File: config.mk
export PLATFORM = sky130hd
export DESIGN_NAME = bcd_to_bin_mul10
export DESIGN_NICKNAME = d
export VERILOG_FILES = /design/src/rtl/bcd_to_bin_mul10.sv
export SDC_FILE = /design/constraint.sdc
export NUM_CORES = 1
export LEC_CHECK = 0
export CAP_MARGIN = 20
export CORE_ASPECT_RATIO = 2
export CORE_MARGIN = 2
export CORE_UTILIZATION = 30
export DETAILED_ROUTE_END_ITERATION = 8
export GPL_ROUTABILITY_DRIVEN = 0
export HOLD_SLACK_MARGIN = 0.03
export MAX_ROUTING_LAYER = met4
export PLACE_DENSITY = 0.49
export SETUP_SLACK_MARGIN = 0.15
export SYNTH_ARGS = -nofsm -noshare
export SYNTH_HDL_FRONTEND = slang
export SYNTH_SLANG_ARGS = --single-unit
File: constraint.sdc
create_clock -name clock -period 3 [get_ports clock]
set_clock_uncertainty 0.2 [all_clocks]
set_input_delay 0.45 -clock clock [delete_from_list [all_inputs] [get_ports clock]]
set_output_delay 0.45 -clock clock [all_outputs]
set_load 0.01 [all_outputs]
File: src/rtl/bcd_to_bin_mul10.sv
// bcd_to_bin_mul10: sequential 4-digit packed-BCD to 16-bit binary converter.
// Horner evaluation acc = acc*10 + digit, most significant digit first. The
// multiply by ten is ten successive additions of acc into a product register,
// counted by cnt, so the datapath is a single 16-bit adder.
// Optional macro BCD_CHECK_EN: when defined, a start with any nibble above 9
// aborts with err=1 and Data_out=0. When undefined, nibbles convert with their
// plain binary value (0..15) and err is tied low.
module bcd_to_bin_mul10 (
  input  logic        clock,
  input  logic        reset,
  input  logic        start,
  input  logic [15:0] Data_in,
  output logic [15:0] Data_out,
  output logic        busy,
  output logic        done,
  output logic        err
);

  localparam logic [1:0] IDLE = 2'd0;
  localparam logic [1:0] MUL  = 2'd1;
  localparam logic [1:0] ADD  = 2'd2;
  localparam logic [1:0] DONE = 2'd3;

  logic [1:0]  state;
  logic [15:0] digits;
  logic [15:0] acc;
  logic [15:0] prod;
  logic [3:0]  cnt;
  logic [1:0]  didx;
  logic [3:0]  digit_cur;
  logic [15:0] sum;

  // Select one BCD nibble by digit index (3 = most significant).
  function automatic logic [3:0] nibble(input logic [15:0] word, input logic [1:0] idx);
    logic [3:0] n;
    case (idx)
      2'd3:    n = word[15:12];
      2'd2:    n = word[11:8];
      2'd1:    n = word[7:4];
      default: n = word[3:0];
    endcase
    return n;
  endfunction

  assign digit_cur = nibble(digits, didx);
  assign sum       = prod + {12'd0, digit_cur};

`ifdef BCD_CHECK_EN
  logic err_q;
  logic bad_q;

  // True when any of the four nibbles is not a decimal digit.
  function automatic logic has_bad_digit(input logic [15:0] word);
    return (word[15:12] > 4'd9) || (word[11:8] > 4'd9) ||
           (word[7:4]   > 4'd9) || (word[3:0]  > 4'd9);
  endfunction

  assign err = err_q;
`else
  assign err = 1'b0;
`endif

  // Conversion FSM with registered outputs; Data_out only moves on DONE entry.
  always_ff @(posedge clock) begin
    if (reset) begin
      state    <= IDLE;
      Data_out <= 16'd0;
      busy     <= 1'b0;
      done     <= 1'b0;
      acc      <= 16'd0;
      prod     <= 16'd0;
      cnt      <= 4'd0;
      didx     <= 2'd0;
`ifdef BCD_CHECK_EN
      err_q    <= 1'b0;
      bad_q    <= 1'b0;
`endif
    end else begin
      done <= 1'b0;
      case (state)
        IDLE: begin
          if (start) begin
            digits <= Data_in;
            acc    <= 16'd0;
            prod   <= 16'd0;
            cnt    <= 4'd0;
            didx   <= 2'd3;
            busy   <= 1'b1;
            state  <= MUL;
`ifdef BCD_CHECK_EN
            err_q  <= 1'b0;
            bad_q  <= has_bad_digit(Data_in);
`endif
          end
        end
        MUL: begin
`ifdef BCD_CHECK_EN
          // The validity flag is registered at capture, so an invalid word
          // leaves from the first MUL cycle without doing any arithmetic.
          if (bad_q) begin
            Data_out <= 16'd0;
            err_q    <= 1'b1;
            done     <= 1'b1;
            state    <= DONE;
          end else begin
            prod <= prod + acc;
            cnt  <= cnt + 4'd1;
            if (cnt == 4'd9) state <= ADD;
          end
`else
          prod <= prod + acc;
          cnt  <= cnt + 4'd1;
          if (cnt == 4'd9) state <= ADD;
`endif
        end
        ADD: begin
          acc <= sum;
          if (didx == 2'd0) begin
            // Final digit: publish the result so it is visible during DONE.
            Data_out <= sum;
            done     <= 1'b1;
            state    <= DONE;
          end else begin
            didx  <= didx - 2'd1;
            prod  <= 16'd0;
            cnt   <= 4'd0;
            state <= MUL;
          end
        end
        default: begin
          busy  <= 1'b0;
          state <= IDLE;
        end
      endcase
    end
  end

endmodule

==> results of run 1 <==
-- worst max path at each step --
stage,startpoint,end,slack [ps],depth (start not counted)
2_1_floorplan,didx[0]$_SDFFE_PP0P_,acc[14]$_SDFFE_PP0P_,260,13
3_3_place_gp,didx[0]$_SDFFE_PP0P_,Data_out[14]$_SDFFE_PP0P_,70,13
3_5_place_dp,didx[0]$_SDFFE_PP0P_,Data_out[14]$_SDFFE_PP0P_,-30,13
4_1_cts,didx[1]$_SDFFE_PP0P_,Data_out[6]$_SDFFE_PP0P_,160,12
5_1_grt,didx[1]$_SDFFE_PP0P_,Data_out[14]$_SDFFE_PP0P_,90,13
6_report,didx[1]$_SDFFE_PP0P_,Data_out[12]$_SDFFE_PP0P_,260,12
-- cell usage in the layout, fill, tap and decap left out, types with 3 or more instances in the layout --
master / instances
clkdlybuf4s50_1: 35
nand2b_1: 3
nor2b_1: 5
a311oi_1: 3
xor2_2: 3
ha_1: 24
a211oi_2: 3
ha_2: 3
inv_1: 16
buf_4: 17
xnor2_1: 12
edfxtp_1: 16
a21o_1: 5
and3_1: 4
dfxtp_1: 56
xor2_1: 10
a222oi_1: 3
a21oi_1: 31
nand2_1: 43
o21ai_1: 3
and2_1: 5
nor2_1: 46
clkbuf_16: 9
a22oi_1: 9
clkbuf_8: 5
nand3_1: 13
a22o_1: 7
o21ai_0: 15
mux2i_1: 5
nor3_1: 3
a211oi_1: 9
nand4_1: 3
-- per-stage QoR --
stage	TNS, ps	power, mW
2_1_floorplan	0	1.331
3_3_place_gp	0	1.501
3_5_place_dp	-49.11	1.505
4_1_cts	0	2.590
5_1_grt	0	2.698
6_report	0	2.568
-- worst max-delay path: stages, from the launching register on --
cell	delay, ps
dfxtp_4	370
inv_1	90
ha_2	230
mux2i_1	220
ha_2	220
inv_2	40
fa_2	360
nor2b_2	130
o21ai_2	70
and2_4	180
nand2b_1	150
xor2_1	150
a211oi_1	230
-- layer usage --
metal,GRT usage [%],vias to the layer above
li1,-,1594
met2,32.36,72
met3,3.148,26
met4,9.238,0
met5,-,-
met1,13.93,1470
-- cell type report --
| type | instances | area [um^2] | area share [%] |
|---|---|---|---|
| Inverter | 18 | 67.56 | 1.388 |
| Clock buffer | 15 | 297.8 | 6.117 |
| Timing Repair Buffer | 54 | 494.2 | 10.15 |
| Multi-Input combinational cell | 310 | 2170 | 44.56 |
| Sequential cell | 74 | 1647 | 33.82 |
| Clock inverter | 1 | 5.005 | 0.1028 |
| Tap cell | 150 | 187.7 | 3.855 |
-- cell families (layout without fill, tap and decap cells) --
logic type | Yosys count | in the layout | share of synthesized area [%]
simple gates | 139 | 139 | 16.69
compound gates | 107 | 107 | 19.06
flops | 74 | 74 | 42.45
buf+inv | 37 | 88 | 3.817
fa+ha+maj | 31 | 31 | 10.42
xor+xnor | 26 | 26 | 5.888
mux | 6 | 6 | 1.585
other cells | 1 | 1 | 0.09696
-- flip-flops by register name, indices dropped and copies added (netlist names) --
name and count:
busy 1, Data_out 16, done 1, acc 16, state 2, cnt 4
digits 16, prod 16, didx 2
-- power by group through the flow --
stage / Combinational (mW) / Sequential, mW / Clock [mW]
2_1_floorplan: 0.218 / 1.11 / 0
3_3_place_gp: 0.390 / 1.11 / 0
3_5_place_dp: 0.394 / 1.11 / 0
4_1_cts: 0.398 / 1.09 / 1.10
5_1_grt: 0.444 / 1.10 / 1.16
6_report: 0.403 / 1.09 / 1.07
-- repair_timing --
| action | 4_1_cts | 5_1_grt |
|---|---|---|
| setup buffers | 0 | 2 |
| endpoints found under the hold margin | 0 | 0 |
| pin swaps | 4 | 11 |
| gates resized for setup | 10 | 18 |
| endpoints found under the setup margin | 12 | 22 |
| hold buffers | 0 | 0 |
==> results.ini, run 1 <==
[status]
status=finished, final reports clean

[synthesis]
avgSynthCellArea_um2=9.186
synth.distinct_cells=54
synth_area_leaders=dfxtp_1, edfxtp_1, ha_1
ys.flop_type=dfxtp_1
ys_seq_area_share_pct=42.45
yosysWarnings=0
netlist_top_cells_count=dfxtp_1, nor2_1, nand2_1
syn_inst=421
synth_top_area_share_pct=30.02
syn_area_um2=3867
syn-num-nets=471
synth_enable_flop_cells=16
yosys.area.top_type=dfxtp_1
synth-seq-cells=74
synth-async-reset-ratio_pct=0
synth.most_common_cell=dfxtp_1

[cells_and_area]
fillCellCount=1285
finish.utilization_pct=38.78
post_layout_nonfiller_instances=622
drive_gt1_share_pct=13.14
num_antenna_cells=0
stdcell_area_um2=4868
area_delta_synth_final_pct=25.88
nets=517

[setup_path]
rr_endpoint=Data_out[12]$_SDFFE_PP0P_
reg2reg_depth=12
reg2reg_from=didx[1]$_SDFFE_PP0P_
cp.required_ps=3050
start_kind=flop
worstPathArrival_ps=2780
worst-setup-path-type=reg2reg
path_max_fanout=5
end_kind=flop
r2r_setup_slack_ps=260

[global_routing]
grt_remaining_overflow=0
grt_usage_pct=16.41
antenna_found_initial=0
grt_max_degree=26
grt_pass1_wl_um=16630
first_global_vias=3266

[timing]
post-route-period-util_pct=91.28
setup_viol=0
final_max_slew_viol_count=0
hold_ws_ps=264.2
fmax_mhz=365.2
min_period_ps=2738
finalHoldViolations=0
rsz0062_at_grt=true
worst_pin_slew_ps=958.7
relSlewSlack_pct=34.26
fin_ws_ps=261.6

[routing]
wl_met3_um=267
drc=0
ant_nets=0
top_layer_used=met4
vias=3162
routedWlPerCell_um=16.63
wirelength_um=10340
drt_iter0_drc=119
viasPerCell=5.084
dr_wl_met2_um=6075
wl_met1_um=3507
firstDrtPassIters=4

[pwr]
powerDensity_nw_per_um2=527.5
seq_power_share_pct=42.6
ir_drop_v=0.0003066
clockPowerShare_pct=41.7
internal_power_mw=1.914
p_sw_mw=0.6535
switching_share_pct=25.45
combPwrFrac_pct=15.7
p_leak_nw=1.881

[clocking]
clock-root-buffer=clkbuf_16
clk_pin_slew_worst_paths_ps=60
clock_latency_ps=330
cts_tree=built
h-tree-depth=3
cts.sinks=74
cts_buffer_depth=2
numCtsBuffers=9

[floorplanning]
initial_core_util_pct=30.81
num_io_pins=38
die_area_um2=13870
num_rows=58
die_w_um=84.29
die_h_um=164.6
core_area_um2=12550

[run]
cap_viol_max_count=0

[placement]
port_buffers=36
pre_cts_ws_ps=-27.52
post-dp-hpwl_um=8029
post_dp_cell_area_um2=4451
place_inst=604

[hold_path]
min_delay_path_depth=2
hp-class=reg2reg
min_to=acc[14]$_SDFFE_PP0P_
min_from=acc[14]$_SDFFE_PP0P_

No activity file was read; power rests on OpenSTA's default activity.
==> run 2: changes to the inputs <==
--- a/config.mk
+++ b/config.mk
@@ -11,6 +11,7 @@
 export CORE_UTILIZATION = 30
 export DETAILED_ROUTE_END_ITERATION = 8
 export GPL_ROUTABILITY_DRIVEN = 0
+export GPL_TIMING_DRIVEN = 1
 export HOLD_SLACK_MARGIN = 0.03
 export MAX_ROUTING_LAYER = met4
 export PLACE_DENSITY = 0.49
==> results of run 2 <==
Final layout, timing and power as in run 1 (identical DEF).
